[src/rtl/keypad_pkg.sv]
// Shared constants and types for the memory-mapped 4x4 keypad responder.
package keypad_pkg;

  localparam int unsigned STATUS_OFS = 0;
  localparam int unsigned DATA_OFS   = 4;

  localparam int ST_NOT_EMPTY = 0;
  localparam int ST_OVERFLOW  = 1;
  localparam int ST_COUNT_LSB = 4;
  localparam int ST_IRQ_EN    = 8;

  localparam int CTRL_POP     = 0;
  localparam int CTRL_CLR_OVF = 1;
  localparam int CTRL_IRQ_EN  = 2;

  localparam logic [31:0] EMPTY_READ = 32'hFFFF_FFFF;

  typedef enum logic [1:0] {
    DB_IDLE      = 2'd0,
    DB_CANDIDATE = 2'd1,
    DB_PRESSED   = 2'd2
  } db_state_t;

  function automatic logic [4:0] popcount16(input logic [15:0] v);
    logic [4:0] n;
    n = '0;
    for (int i = 0; i < 16; i++) n = n + {4'b0, v[i]};
    return n;
  endfunction

endpackage

[src/rtl/keypad_fifo.sv]
// Small synchronous key-code FIFO; a push into a full FIFO is accepted only
// when a pop happens in the same cycle.
module keypad_fifo #(
  parameter int DEPTH = 4,
  parameter int W     = 4,
  parameter int CW    = $clog2(DEPTH + 1)
) (
  input  logic          clk,
  input  logic          rst,
  input  logic          i_push,
  input  logic          i_pop,
  input  logic [W-1:0]  i_data,
  output logic          o_full,
  output logic          o_empty,
  output logic [CW-1:0] o_count,
  output logic [W-1:0]  o_head
);

  localparam int AW = (DEPTH > 1) ? $clog2(DEPTH) : 1;

  logic [W-1:0]  r_mem [DEPTH];
  logic [AW-1:0] r_wr_ptr;
  logic [AW-1:0] r_rd_ptr;
  logic [CW-1:0] r_count;
  logic          w_do_push;
  logic          w_do_pop;

  assign o_full    = (r_count == CW'(DEPTH));
  assign o_empty   = (r_count == '0);
  assign o_count   = r_count;
  assign o_head    = r_mem[r_rd_ptr];
  assign w_do_pop  = i_pop & ~o_empty;
  assign w_do_push = i_push & (~o_full | i_pop);

  always_ff @(posedge clk) begin
    if (!rst) begin
      r_wr_ptr <= '0;
      r_rd_ptr <= '0;
      r_count  <= '0;
    end else begin
      if (w_do_push) r_wr_ptr <= r_wr_ptr + 1'b1;
      if (w_do_pop)  r_rd_ptr <= r_rd_ptr + 1'b1;
      r_count <= r_count + CW'(w_do_push) - CW'(w_do_pop);
    end
  end

  // Storage needs no reset: entries are only visible through the count.
  always_ff @(posedge clk) begin
    if (w_do_push) r_mem[r_wr_ptr] <= i_data;
  end

endmodule

[src/rtl/keypad_responder.sv]
// 4x4 keypad bus responder: row scanner, debounce FSM and STATUS/DATA/CTRL
// registers. Optional interrupt output enabled by defining KEYPAD_IRQ_EN.
module keypad_responder
  import keypad_pkg::*;
#(
  parameter logic [31:0] BASE_ADDR      = 32'hFFFF_0010,
  parameter int          SCAN_DIV       = 50000,
  parameter int          DEBOUNCE_SCANS = 4,
  parameter int          FIFO_DEPTH     = 4
) (
  input  logic        clk,
  input  logic        rst,
  input  logic [31:0] addressVirt,
  input  logic [31:0] dataInVirt,
  input  logic        wEnVirt,
  output logic [31:0] dataOutVirt,
  output logic        selVirt,
  output logic [3:0]  rows,
  input  logic [3:0]  cols
`ifdef KEYPAD_IRQ_EN
  ,
  output logic        irq
`endif
);

  localparam int DIVW = $clog2(SCAN_DIV);
  localparam int SW   = $clog2(DEBOUNCE_SCANS + 1);
  localparam int CW   = $clog2(FIFO_DEPTH + 1);

  logic [3:0]      r_cols_meta;
  logic [3:0]      r_cols_sync;
  logic [DIVW-1:0] r_div;
  logic [1:0]      r_row;
  logic [11:0]     r_image;
  db_state_t       r_state;
  logic [3:0]      r_cand;
  logic [SW-1:0]   r_stable;
  logic            r_ovf;

  logic            w_sample;
  logic            w_scan_done;
  logic [15:0]     w_image_full;
  logic [4:0]      w_nkeys;
  logic [3:0]      w_code;
  db_state_t       w_state_nxt;
  logic [3:0]      w_cand_nxt;
  logic [SW-1:0]   w_stable_nxt;
  logic            w_push;
  logic [3:0]      w_push_code;
  logic            w_sel;
  logic            w_wr;
  logic            w_pop;
  logic            w_clr;
  logic            w_full;
  logic            w_empty;
  logic [CW-1:0]   w_count;
  logic [3:0]      w_head;
  logic [31:0]     w_status;
  logic [31:0]     w_data;
  logic            w_unused;

  assign w_unused = &{1'b0, dataInVirt[31:3], dataInVirt[2], addressVirt[1:0]};

  always_ff @(posedge clk) begin
    if (!rst) begin
      r_cols_meta <= 4'hF;
      r_cols_sync <= 4'hF;
    end else begin
      r_cols_meta <= cols;
      r_cols_sync <= r_cols_meta;
    end
  end

  assign rows         = ~(4'b0001 << r_row);
  assign w_sample     = (r_div == DIVW'(SCAN_DIV - 1));
  assign w_scan_done  = w_sample & (r_row == 2'd3);
  // Row 3 is classified straight from the synchronizer on its sample cycle.
  assign w_image_full = {~r_cols_sync, r_image};

  always_ff @(posedge clk) begin
    if (!rst) begin
      r_div   <= '0;
      r_row   <= '0;
      r_image <= '0;
    end else if (w_sample) begin
      r_div <= '0;
      r_row <= r_row + 2'd1;
      case (r_row)
        2'd0:    r_image[3:0]  <= ~r_cols_sync;
        2'd1:    r_image[7:4]  <= ~r_cols_sync;
        2'd2:    r_image[11:8] <= ~r_cols_sync;
        default: ;
      endcase
    end else begin
      r_div <= r_div + 1'b1;
    end
  end

  assign w_nkeys = popcount16(w_image_full);

  // Image bit index r*4+c is the key code itself.
  always_comb begin
    w_code = '0;
    for (int i = 0; i < 16; i++) begin
      if (w_image_full[i]) w_code = 4'(i);
    end
  end

  always_comb begin
    w_state_nxt  = r_state;
    w_cand_nxt   = r_cand;
    w_stable_nxt = r_stable;
    w_push       = 1'b0;
    w_push_code  = r_cand;
    if (w_scan_done) begin
      case (r_state)
        DB_IDLE: begin
          if (w_nkeys == 5'd1) begin
            w_cand_nxt = w_code;
            if (DEBOUNCE_SCANS == 1) begin
              w_push      = 1'b1;
              w_push_code = w_code;
              w_state_nxt = DB_PRESSED;
            end else begin
              w_stable_nxt = SW'(1);
              w_state_nxt  = DB_CANDIDATE;
            end
          end
        end
        DB_CANDIDATE: begin
          if (w_nkeys != 5'd1) begin
            w_state_nxt = DB_IDLE;
          end else if (w_code != r_cand) begin
            w_cand_nxt   = w_code;
            w_stable_nxt = SW'(1);
          end else if (r_stable == SW'(DEBOUNCE_SCANS - 1)) begin
            w_push      = 1'b1;
            w_state_nxt = DB_PRESSED;
          end else begin
            w_stable_nxt = r_stable + 1'b1;
          end
        end
        DB_PRESSED: begin
          if (w_nkeys == 5'd0) w_state_nxt = DB_IDLE;
        end
        default: w_state_nxt = DB_IDLE;
      endcase
    end
  end

  always_ff @(posedge clk) begin
    if (!rst) begin
      r_state  <= DB_IDLE;
      r_cand   <= '0;
      r_stable <= '0;
    end else begin
      r_state  <= w_state_nxt;
      r_cand   <= w_cand_nxt;
      r_stable <= w_stable_nxt;
    end
  end

  assign w_sel = (addressVirt[31:3] == BASE_ADDR[31:3]);
  assign w_wr  = wEnVirt & w_sel & (addressVirt[2] == DATA_OFS[2]);
  assign w_pop = w_wr & dataInVirt[CTRL_POP];
  assign w_clr = w_wr & dataInVirt[CTRL_CLR_OVF];

  keypad_fifo #(
    .DEPTH (FIFO_DEPTH),
    .W     (4),
    .CW    (CW)
  ) u_fifo (
    .clk     (clk),
    .rst     (rst),
    .i_push  (w_push),
    .i_pop   (w_pop),
    .i_data  (w_push_code),
    .o_full  (w_full),
    .o_empty (w_empty),
    .o_count (w_count),
    .o_head  (w_head)
  );

  // A clear in the same cycle as a dropped push leaves overflow set.
  always_ff @(posedge clk) begin
    if (!rst) r_ovf <= 1'b0;
    else      r_ovf <= (r_ovf & ~w_clr) | (w_push & w_full & ~w_pop);
  end

`ifdef KEYPAD_IRQ_EN
  logic r_irq_en;

  always_ff @(posedge clk) begin
    if (!rst) begin
      r_irq_en <= 1'b0;
      irq      <= 1'b0;
    end else begin
      if (w_wr) r_irq_en <= dataInVirt[CTRL_IRQ_EN];
      irq <= r_irq_en & ~w_empty;
    end
  end
`endif

  always_comb begin
    w_status                         = '0;
    w_status[ST_NOT_EMPTY]           = ~w_empty;
    w_status[ST_OVERFLOW]            = r_ovf;
    w_status[ST_COUNT_LSB +: 4]      = 4'(w_count);
`ifdef KEYPAD_IRQ_EN
    w_status[ST_IRQ_EN]              = r_irq_en;
`endif
  end

  assign w_data      = w_empty ? EMPTY_READ : {28'b0, w_head};
  assign selVirt     = w_sel;
  assign dataOutVirt = !w_sel ? 32'b0 : (addressVirt[2] ? w_data : w_status);

endmodule

[config.mk]
export PLATFORM = sky130hd
export DESIGN_NAME = keypad_responder
export DESIGN_NICKNAME = d
export VERILOG_FILES = /design/src/rtl/keypad_pkg.sv /design/src/rtl/keypad_fifo.sv /design/src/rtl/keypad_responder.sv
export SDC_FILE = /design/constraint.sdc
export NUM_CORES = 1
export LEC_CHECK = 0
export ABC_AREA = 1
export CELL_PAD_IN_SITES_DETAIL_PLACEMENT = 1
export CELL_PAD_IN_SITES_GLOBAL_PLACEMENT = 1
export CORE_AREA = 2 2 106 108
export CTS_BUF_LIST = sky130_fd_sc_hd__clkbuf_8
export CTS_CLUSTER_DIAMETER = 150
export DETAILED_ROUTE_END_ITERATION = 8
export DIE_AREA = 0 0 108 110
export GPL_ROUTABILITY_DRIVEN = 0
export PLACE_DENSITY = 0.89
export SYNTH_ARGS = -nofsm -noshare
export SYNTH_HDL_FRONTEND = slang
export SYNTH_HIERARCHICAL = 1
export SYNTH_SLANG_ARGS = --single-unit
[constraint.sdc]
create_clock -name clk -period 7.9 [get_ports clk]
set_input_delay 2.37 -clock clk [delete_from_list [all_inputs] [get_ports clk]]
set_output_delay 2.37 -clock clk [all_outputs]
set_load 0.03 [all_outputs]
# Word level (Yosys, flattened, before mapping)
# Memory sizes are Yosys's and may differ from the RTL's. A register that Yosys moved wholly into a read port is not among the register bits.
# Cells that the tools add are included.
dict set report classes {
  addsub 22
  n_eq_ne 19
  n_shift 1
  muxes 42
  n_bitwise 19
  n_reduce_logical 12
}
# operator n
set ops {}
lappend ops {{2-to-1 mux 32 bit} 3}
lappend ops {{2-to-1 mux 4 bit} 17}
lappend ops {{adder 5 x 1 -> 5 bit} 11}
lappend ops {{equality test 29 bit, second input constant} 1}
lappend ops {{adder 16 x 1 -> 16 bit, second input constant} 1}
lappend ops {{equality test 16 bit, second input constant} 1}
lappend ops {{AND reduction 5 bit} 3}
lappend ops {{2-to-1 mux 2 bit} 7}
lappend ops {{2-to-1 mux 3 bit} 4}
lappend ops {{AND 1 bit} 10}
lappend ops {{inequality test 3 bit, second input constant} 3}
lappend ops {{2-to-1 mux 1 bit} 8}
lappend ops {{inequality test 2 bit, second input constant} 4}
lappend ops {{NOT 4 bit} 2}
lappend ops {{case mux 4 bit (2 select lines)} 1}
lappend ops {{adder 2 x 1 -> 2 bit, second input constant} 3}
lappend ops {{equality test 2 bit, second input constant} 3}
lappend ops {{case mux 2 bit (3 select lines)} 1}
lappend ops {{case mux 3 bit (2 select lines)} 1}
lappend ops {{AND reduction 2 bit} 3}
lappend ops {{adder 4 x 1 -> 5 bit} 1}
lappend ops {{equality test 5 x 1 -> 1 bit, second input constant} 1}
lappend ops {{logical NOT 5 bit} 1}
lappend ops {{inequality test 5 x 1 -> 1 bit, second input constant} 1}
lappend ops {{17 further kinds} 24}
dict set report word_totals {
  reg_bits 55
  ramBits 16
  in_bits 71
  out_inout_bits 37
  word_cells 130
  n_memories 1
}
# name words word_bits read_ports rd_ports_with_merged_regs write_ports line_no
set memory_table {}
lappend memory_table {u_fifo.r_mem 4 4 1 1 1 keypad_fifo.sv:21} ;# logic [W-1:0] r_mem [DEPTH];

# Longest topological paths before layout
# Gate-level depths: netlist of the first run.
dict set report logic_depth {
  word_depth 23
  depth_mapped 27
  ltp_nobuf 27
}

# Modules after synthesis
# The synthesis of the first run kept the hierarchy.
# module instances cells_per_inst area_each_um2 seq_area_each_um2
set by_module_without_submodules {}
lappend by_module_without_submodules {keypad_responder 1 419 2997.9 960.9}
lappend by_module_without_submodules {keypad_fifo 1 111 1109.8 660.6}

# Least setup slack after synthesis of the first run
# No wires, ideal clock.
dict set report synth_timing {
  path_kind {input port to output port}
  from {input port addressVirt[6]}
  to {output port dataOutVirt[0]}
  arrival_time_ns 5.265
  t_required_ns 5.530
  path_slack_ns 0.265
  stages 8
  n_path_buf 0
  cell_sequence {or4_1 -> nor4_1 -> nand2_1 -> nor2_1 -> inv_1 -> nor2_1 -> inv_1 -> o21ai_0}
}
dict set report synth_via {
  elab_chain_cells 2
}
# item line_no
set synth_rtl {}
lappend synth_rtl {{from (decl)} keypad_responder.sv:13} ;# input logic [31:0] addressVirt,
lappend synth_rtl {{equality test 29 bit} keypad_responder.sv:163} ;# assign w_sel = (addressVirt[31:3] == BASE_ADDR[31:3]);
lappend synth_rtl {{2-to-1 mux 32 bit} keypad_responder.sv:216} ;# assign dataOutVirt = !w_sel ? 32'b0 : (addressVirt[2] ? w_data : w_status);
lappend synth_rtl {{to (decl)} keypad_responder.sv:16} ;# output logic [31:0] dataOutVirt,
# Every way passes these cells.

# Worst setup path after layout of the first run
dict set report layout_timing {
  from {input port addressVirt[6]}
  to {output port dataOutVirt[3]}
}
# The elaborated chain is that of the path after synthesis.

==> results of run 1 <==
==> worst register-to-register path: cells and delay by family (launching register included) <==
family | cells | cell delay, ns
flip-flops | 1 | 0.57
AND/OR/NAND/NOR | 9 | 1.75
AO/OA/AOI/OAI | 1 | 0.15
buffers and inverters | 6 | 0.39
adder cells (fa/ha/maj) | 9 | 3.37
==> sequential cells by signal, indices dropped and copies added (netlist names), 3 cells and up, named ones only <==
register,count
r_cand,4
r_cols_meta,4
r_cols_sync,4
r_div,16
r_image,12
r_stable,3
u_fifo/o_count,3
u_fifo/r_mem,16
==> per-layer routing <==
metal  wire length, µm  GRT usage  vias to the layer above
met4               134     0.0595                        0
met3               613     0.0376                       12
li1                  -          -                     1782
met2              5250      0.359                       96
met5                 0          0                        -
met1              3940      0.173                     1692
==> per-stage QoR <==
stage	worst slack, ns	utilization	cells	hold slack (ns)
global route	0.416	0.468	735	0.423
global placement	0.774	0.445	719	0.395
finish	0.693	0.468	735	0.416
floorplan	0.265	-	530	0.393
detailed placement	0.733	0.445	719	0.401
CTS	0.722	0.468	735	0.421
==> power by group <==
| part | internal, mW | switching [mW] |
|---|---|---|
| registers | 0.382 | 0.00339 |
| logic | 0.0283 | 0.0244 |
| clock network | 0.217 | 0.135 |
==> cell type report <==
type | instances | area [µm²]
tap | 140 | 175
multi-input combinational | 333 | 1910
clock inverter | 6 | 106
sequential | 73 | 1620
inverter | 96 | 360
clock buffer | 10 | 138
fill | 1329 | 5690
timing repair buffer | 77 | 693
==> how the worst max path moves through the flow <==
stage,from,cells past startpoint,end,slack (ns)
2_1_floorplan,addressVirt[6],8,dataOutVirt[0],0.26
3_3_place_gp,addressVirt[6],8,dataOutVirt[3],0.77
3_5_place_dp,addressVirt[6],8,dataOutVirt[3],0.73
4_1_cts,addressVirt[9],8,dataOutVirt[3],0.72
5_1_grt,addressVirt[6],11,dataOutVirt[0],0.42
6_report,addressVirt[6],8,dataOutVirt[3],0.69
==> layout by cell type (no fill, tap or decap), drive strengths merged <==
cell type / Yosys / final
clkinv: 1 / 2
nor3: 8 / 8
o21ai: 35 / 35
nand3b: 1 / 1
a31oi: 2 / 2
xnor2: 2 / 2
dfxtp: 57 / 57
buf: 25 / 31
o21a: 1 / 1
clkinvlp: 0 / 1
a21oi: 31 / 31
clkdlybuf4s50: 0 / 46
nor4: 5 / 5
bufinv: 0 / 3
or2: 9 / 9
o22ai: 4 / 4
nand4: 8 / 8
nand2: 84 / 84
nor2: 71 / 71
ha: 18 / 18
a31o: 1 / 1
nor3b: 3 / 3
or4: 2 / 2
nand3: 31 / 31
o31ai: 1 / 1
edfxtp: 16 / 16
inv: 95 / 96
xor2: 5 / 5
fa: 11 / 11
clkbuf: 3 / 10
==> kinds of logic after synthesis <==
logic type               count (synthesis)
buffers and inverters                  124
flip-flops                              73
XOR/XNOR                                 7
AO/OA/AOI/OAI                           75
adder cells (fa/ha/maj)                 29
AND/OR/NAND/NOR                        222
==> impl_metrics.toml, run 1 <==
[outcome]
outcome = "finished clean"

[synth]
synth.distinct_cells = 35
synth.cell_area_um2 = 4110
synth-seq-area-share = 0.395
netlist_instances = 530
yosys_warnings = 6
synth_seq_cells = 73
synth_top_cells_by_area = "dfxtp_1 (28%), edfxtp_1 (12%), inv_1 (8.4%), nand2_1 (7.1%), nor2_1 (6.1%)"
synth_area_per_cell_um2 = 7.75
synth.top_cell.area_share = 0.278
synth-main-ff-cell = "dfxtp_1"
synth_fp_nets = 630
synthAdderAreaFrac = 0.108
synthMuxAreaShare = 0
synth_common_cells = "inv_1 (92), nand2_1 (78), nor2_1 (67), dfxtp_1 (57), o21ai_0 (35)"
synth-compound-area-share = 0.0953
synth_top_family_by_area = "simple AND/OR/NAND/NOR gates"
async_flop_share = 0
synth-edff-count = 16
yosysTopAreaCell = "dfxtp_1"
synthSimpleGateAreaFrac = 0.247
yosysMostFrequentCell = "inv_1"
synth_xor_xnor_area_share = 0.0149

[floorplan]
die_x_um = 108
start_util = 0.384
pin_count = 108
die_h_um = 110
core_area_um2 = 10700
rows = 38
dieArea_um2 = 11900

[sta]
max_freq_mhz = 139
finalSetupViolCount = 0
finalCritPeriodShare = 0.912
fin_crit_ns = 7.21
max_slew.worst_pin.slew_ns = 0.700
slew_headroom = 0.530
finClkSkew_ns = 0.00977
slew_viol_final = 0
rsz0062_at_grt = "no"
finalSetupTns_ns = 0
hold_viol = 0

[critical_path]
r2r-start = "r_cols_sync[3]$_SDFF_PN1_"
critPathLaunchType = "input pin"
rrSetupSlack_ns = 1.60
critPathMaxFanout = 4
reg2reg_depth = 25
critPathRequiredTime_ns = 5.53
arrival_ns = 4.84
r2r_end = "u_fifo/o_count[2]$_SDFF_PN0_"
crit_slowest_cell = "clkdlybuf4s50_1"
crit_path_end_kind = "primary output"
crit_family = "simple AND/OR/NAND/NOR gates"
max_stage_delay_ns = 0.69
criticalPathCategory = "in -> out"
crit_buf_inv = 3
path_cells = "clkdlybuf4s50_1, or4_1, nor4_1, nand2_1, nor2_1, inv_1, nor2_1, clkdlybuf4s50_1"

[clocking]
cts_setup_buffers = 0
cts_hold_buf = 0
root_buffer = "clkbuf_8"
numCtsBuffers = 9
clock_sinks = 73
path_clk_slew_ns = 0.08
cts.path.max_buffers = 2
insertion_delay_ns = 0.34
cts_resized = 0
htreeDepth = 3
cts_tree = "built"

[pwr]
power_leakage_nw = 2.21
peakVddDrop_mv = 0.107
p_per_area_nw_per_um2 = 158
totalPowerFinal_mw = 0.790

[cells_and_area]
fin_nets = 690
drive_gt1_frac = 0.121
antenna_cells = 0
area_delta_synth_final_pct = 21.9
fin_area_um2 = 5010

[global_routing]
grt_pass1_wl_mm = 16.4
grt_antenna_before_repair = 0
grt_overflow = 0
grt.total_usage = 0.176
grt_start_max_net_pins = 30
grt_pass1_vias = 3796

[detailed_routing]
ant_nets = 0
dr.first_iter.drc_count = 68
viasPerCell = 4.87
drt_first_pass_iters = 4
wire_per_inst_um = 13.5
drcViolationCount = 0
num_vias = 3582
wirelength_mm = 9.94

[placed_design]
dp_hpwl_mm = 7.97
place_area_um2 = 4760
portBuffers = 75

[job]
maxCapViolations = 0

[worst_hold_path]
hold_end = "r_cols_sync[2]$_SDFF_PN1_"
hold_depth = 1
hold_class = "reg -> reg"
min_from = "r_cols_meta[2]$_SDFF_PN1_"
No activity file was read; power rests on OpenSTA's default activity.
==> run 2, diff against run 1 <==
--- a/config.mk
+++ b/config.mk
@@ -14,7 +14,7 @@
 export DETAILED_ROUTE_END_ITERATION = 8
 export DIE_AREA = 0 0 108 110
 export GPL_ROUTABILITY_DRIVEN = 0
-export PLACE_DENSITY = 0.89
+export PLACE_DENSITY_LB_ADDON = 0.3
 export SYNTH_ARGS = -nofsm -noshare
 export SYNTH_HDL_FRONTEND = slang
 export SYNTH_HIERARCHICAL = 1
==> run 2 against run 1 <==
Against the previous run: setup slack gained 0.015 ns; final cell count fell by 0.27%; clock power fell by 11%; clock skew about the same; sequential power about the same; fmax rose by 0.21%; sequential share of layout area grew 0.29 points; non-clock buffer count down 1; core utilization decreased by 0.41 points; register-to-register slack improved by 0.03 ns; global-route usage barely moved.
==> impl_metrics.toml, run 2 (same netlist as run 1, synthesis figures left out) <==
[outcome]
outcome = "finished clean"

[global_routing]
grt_start_max_net_pins = 30
grt.total_usage = 0.176
grt_pass1_vias = 3598
grt_overflow = 0
grt_antenna_before_repair = 0
grt_pass1_wl_mm = 16.4

[cells_and_area]
drive_gt1_frac = 0.116
fin_nets = 689
stdcell_count = 733
final_common_cell = "inv_1"
antenna_cells = 0
reg_top3 = "r_div: 16 flops, u_fifo/r_mem: 16 flops, r_image: 12 flops"
final_cell_mix = "inv_1 (93), nand2_1 (78), nor2_1 (67), dfxtp_1 (57), clkdlybuf4s50_1 (46)"
fin_area_um2 = 4960
area_delta_synth_final_pct = 20.8

[worst_hold_path]
hold_class = "reg -> reg"

[floorplan]
pin_count = 108
die_h_um = 110
die_x_um = 108
dieArea_um2 = 11900
rows = 38
start_util = 0.384
core_area_um2 = 10700

[sta]
hold_viol = 0
max_freq_mhz = 139
slew_headroom = 0.333
finClkSkew_ns = 0.0101
finalSetupTns_ns = 0
finalSetupViolCount = 0
setup_ws_ns = 0.708
slew_viol_final = 0
max_slew.worst_pin.slew_ns = 0.997
rsz0062_at_grt = "no"
fin_crit_ns = 7.19
finalCritPeriodShare = 0.910

[clocking]
cts_hold_buf = 0
insertion_delay_ns = 0.35
cts_resized = 0
clock_sinks = 73
cts_tree = "built"
numCtsBuffers = 9
htreeDepth = 3
path_clk_slew_ns = 0.08
cts.path.max_buffers = 2
root_buffer = "clkbuf_8"
cts_setup_buffers = 0

[detailed_routing]
dr.first_iter.drc_count = 82
ant_nets = 0
viasPerCell = 4.80
drcViolationCount = 0
drt_first_pass_iters = 4
num_vias = 3521
wire_per_inst_um = 13.6
wirelength_mm = 9.99

[critical_path]
critPathLaunchType = "input pin"
arrival_ns = 4.82
critPathRequiredTime_ns = 5.53
crit_path_end_kind = "primary output"
rrSetupSlack_ns = 1.63
criticalPathCategory = "in -> out"
critPathMaxFanout = 4

[placed_design]
dp_hpwl_mm = 7.97
portBuffers = 75
dp_cells = 718
place_ws_ns = 0.646
place_area_um2 = 4760

[pwr]
p_per_area_nw_per_um2 = 151
peakVddDrop_mv = 0.112
power_leakage_nw = 2.19

[job]
maxCapViolations = 0
==> run 2: cell count changes in the layout (fill, tap and decap cells not counted), sizes merged <==
cell,delta
clkbuf,-1
buf,-1
inv,+1
bufinv,-1
==> run 2: metrics by stage <==
stage	power, mW	util	hold slack (ns)
after floorplan	0.418	-	0.393
after global placement	0.444	0.445	0.394
after detailed placement	0.446	0.445	0.400
after CTS	0.759	0.464	0.419
after global routing	0.782	0.464	0.424
final	0.748	0.464	0.416
==> run 2: critical path, cell delays in order <==
cell and delay [ns]:
clkdlybuf4s50_1 0.39, or4_1 0.53, nor4_1 0.28, nand2_1 0.15, nor2_1 0.22, inv_1 0.11, nor2_1 0.10, clkdlybuf4s50_1 0.68
==> run 2: routing by layer <==
metal  track usage  vias to the layer above  part of all wire
met3        0.0382                       10             0.062
met4        0.0568                        0             0.013
li1              -                     1778                 -
met1         0.184                     1637              0.41
met2         0.348                       96              0.51
met5             0                        -                 0
==> run 2: layout make-up <==
class                           count  area [µm²]
Fill cell                        1340        5730
Multi-Input combinational cell    333        1910
Sequential cell                    73        1620
Timing Repair Buffer               76         686
Inverter                           96         360
Tap cell                          140         175
Clock buffer                        9         124
Clock inverter                      6        83.8
==> run 2: report_power, final <==
| part | switching (mW) | internal, mW |
|---|---|---|
| Sequential | 0.00329 | 0.382 |
| Combinational | 0.0232 | 0.0277 |
| Clock | 0.137 | 0.175 |
==> run 2: worst paths after layout <==
check | start | to | cells past startpoint
worst max register to register | r_cols_sync[3]$_SDFF_PN1_ | u_fifo/o_count[2]$_SDFF_PN0_ | 25
worst min-delay path | r_cols_meta[1]$_SDFF_PN1_ | r_cols_sync[1]$_SDFF_PN1_ | 1
worst min register to register | r_cols_meta[1]$_SDFF_PN1_ | r_cols_sync[1]$_SDFF_PN1_ | 1
worst max-delay path | addressVirt[6] | dataOutVirt[3] | 8
==> run 3, diff against run 2 <==
--- a/config.mk
+++ b/config.mk
@@ -8,11 +8,11 @@
 export ABC_AREA = 1
 export CELL_PAD_IN_SITES_DETAIL_PLACEMENT = 1
 export CELL_PAD_IN_SITES_GLOBAL_PLACEMENT = 1
-export CORE_AREA = 2 2 106 108
+export CORE_AREA = 2 2 122 94
 export CTS_BUF_LIST = sky130_fd_sc_hd__clkbuf_8
 export CTS_CLUSTER_DIAMETER = 150
 export DETAILED_ROUTE_END_ITERATION = 8
-export DIE_AREA = 0 0 108 110
+export DIE_AREA = 0 0 124 96
 export GPL_ROUTABILITY_DRIVEN = 0
 export PLACE_DENSITY_LB_ADDON = 0.3
 export SYNTH_ARGS = -nofsm -noshare
==> run 3 against run 2 <==
Against the previous run: fmax fell by 0.69%; clock skew fell by 0.00085 ns; critical path depth rose by 3; core utilization rose by 0.26 points; critical path type unchanged; worst hold slack improved by 0.0061 ns; die area rose by 0.20%.
==> impl_metrics.toml, run 3 (same netlist as run 1, synthesis figures left out) <==
[cells_and_area]
reg_top3 = "r_div: 16 flops, u_fifo/r_mem: 16 flops, r_image: 12 flops"
stdcell_count = 735
final_common_cell = "inv_1"
area_delta_synth_final_pct = 21.9
fin_nets = 690
antenna_cells = 0
drive_gt1_frac = 0.121
fin_util = 0.467
final_cell_mix = "inv_1 (93), nand2_1 (78), nor2_1 (67), dfxtp_1 (57), clkdlybuf4s50_1 (46)"

[floorplan]
core_area_um2 = 10700
die_x_um = 124
pin_count = 108
start_util = 0.383
rows = 33
die_h_um = 96
dieArea_um2 = 11900

[clocking]
cts_resized = 0
insertion_delay_ns = 0.35
cts_hold_buf = 0
path_clk_slew_ns = 0.08
htreeDepth = 3
cts_tree = "built"
root_buffer = "clkbuf_8"
clock_sinks = 73
cts.path.max_buffers = 2
cts_setup_buffers = 0
numCtsBuffers = 9

[outcome]
outcome = "finished clean"

[critical_path]
crit_slowest_cell = "or4_1"
crit_path_end_kind = "primary output"
critPathRequiredTime_ns = 5.53
arrival_ns = 4.87
critPathMaxFanout = 26
r2r-start = "r_cols_sync[3]$_SDFF_PN1_"
r2r_end = "u_fifo/o_count[2]$_SDFF_PN0_"
path_cells = "clkdlybuf4s50_1, or4_1, nor4_1, nand2_1, nor2_1, inv_1, nor2_1, buf_4, inv_1, o21ai_0, buf_4"
crit_buf_inv = 5
crit_family = "simple AND/OR/NAND/NOR gates"
max_stage_delay_ns = 0.50
criticalPathCategory = "in -> out"
critPathLaunchType = "input pin"
reg2reg_depth = 24
rrSetupSlack_ns = 1.57

[detailed_routing]
dr.first_iter.drc_count = 244
drcViolationCount = 0
wirelength_mm = 10.3
wire_per_inst_um = 14.1
viasPerCell = 4.78
drt_first_pass_iters = 5
num_vias = 3510
ant_nets = 0

[sta]
setup_ws_ns = 0.658
max_slew.worst_pin.slew_ns = 0.755
finalCritPeriodShare = 0.917
slew_viol_final = 0
max_freq_mhz = 138
hold_viol = 0
finalSetupViolCount = 0
fin_crit_ns = 7.24
finClkSkew_ns = 0.00928
slew_headroom = 0.493
finalSetupTns_ns = 0
rsz0062_at_grt = "no"

[global_routing]
grt_overflow = 0
grt_start_max_net_pins = 30
grt_antenna_before_repair = 0
grt.total_usage = 0.187
grt_pass1_vias = 3615
grt_pass1_wl_mm = 17.0

[worst_hold_path]
hold_end = "r_cols_sync[1]$_SDFF_PN1_"
hold_class = "reg -> reg"
min_from = "r_cols_meta[1]$_SDFF_PN1_"
hold_depth = 1

[job]
maxCapViolations = 0

[placed_design]
dp_cells = 719
portBuffers = 75
dp_hpwl_mm = 8.11
place_ws_ns = 0.667

[pwr]
totalPowerFinal_mw = 0.795
peakVddDrop_mv = 0.121
p_per_area_nw_per_um2 = 159
power_leakage_nw = 2.22
## run 3: cell types whose count changed in the layout (fill, tap and decap cells not counted)
cell and change:
clkinv_1 -1, clkinvlp_4 -1, buf_4 +1, bufinv_16 +1, clkbuf_8 +1, clkinv_2 +1, clkinv_4 +1, inv_6 -1
## run 3: worst max path at each step
stage	from	to	cells after the start
finish	addressVirt[5]	dataOutVirt[0]	11
global placement	addressVirt[6]	dataOutVirt[3]	8
detailed placement	addressVirt[6]	dataOutVirt[0]	11
CTS	addressVirt[6]	dataOutVirt[0]	11
floorplan	addressVirt[6]	dataOutVirt[0]	8
global route	addressVirt[6]	dataOutVirt[0]	11
## run 3: worst register-to-register path, stage by stage (launching register included)
cell	delay (ns)
dfxtp_1	0.59
fa_1	0.50
inv_1	0.08
fa_1	0.42
fa_1	0.50
inv_1	0.06
fa_1	0.48
inv_1	0.04
ha_1	0.20
fa_1	0.42
nand2_1	0.09
nand2_1	0.05
a21oi_1	0.14
inv_1	0.09
nor4_1	0.41
nand2_1	0.10
nor3_1	0.65
nand2_1	0.28
ha_1	0.35
inv_1	0.05
ha_1	0.13
inv_1	0.05
fa_1	0.38
nor2_1	0.13
nor2_1	0.05
## run 3: metal layers
| layer | global-route usage | vias up | share of wire |
|---|---|---|---|
| met3 | 0.0468 | 9 | 0.037 |
| met1 | 0.240 | 1668 | 0.47 |
| met2 | 0.313 | 49 | 0.49 |
| met4 | 0.0515 | 0 | 0.0092 |
| met5 | 0 | - | 0 |
| li1 | - | 1784 | - |
## run 3: layout make-up
class | instances | area (µm²)
timing repair buffer | 77 | 693
multi-input combinational | 333 | 1910
clock inverter | 6 | 108
clock buffer | 10 | 138
inverter | 96 | 360
fill | 1328 | 5730
tap | 140 | 175
sequential | 73 | 1620
## run 3: report_power, final
group	total, mW	internal (mW)	switching [mW]
logic	0.0512	0.0281	0.0231
registers	0.386	0.382	0.00361
clock network	0.358	0.217	0.141
total	0.795	0.627	0.168
## run 3: per-stage QoR
step	hold slack, ns	area, µm²
3_3_place_gp	0.400	4760
6_report	0.422	5010
5_1_grt	0.438	5010
2_1_floorplan	0.393	4110
3_5_place_dp	0.403	4760
4_1_cts	0.426	5010
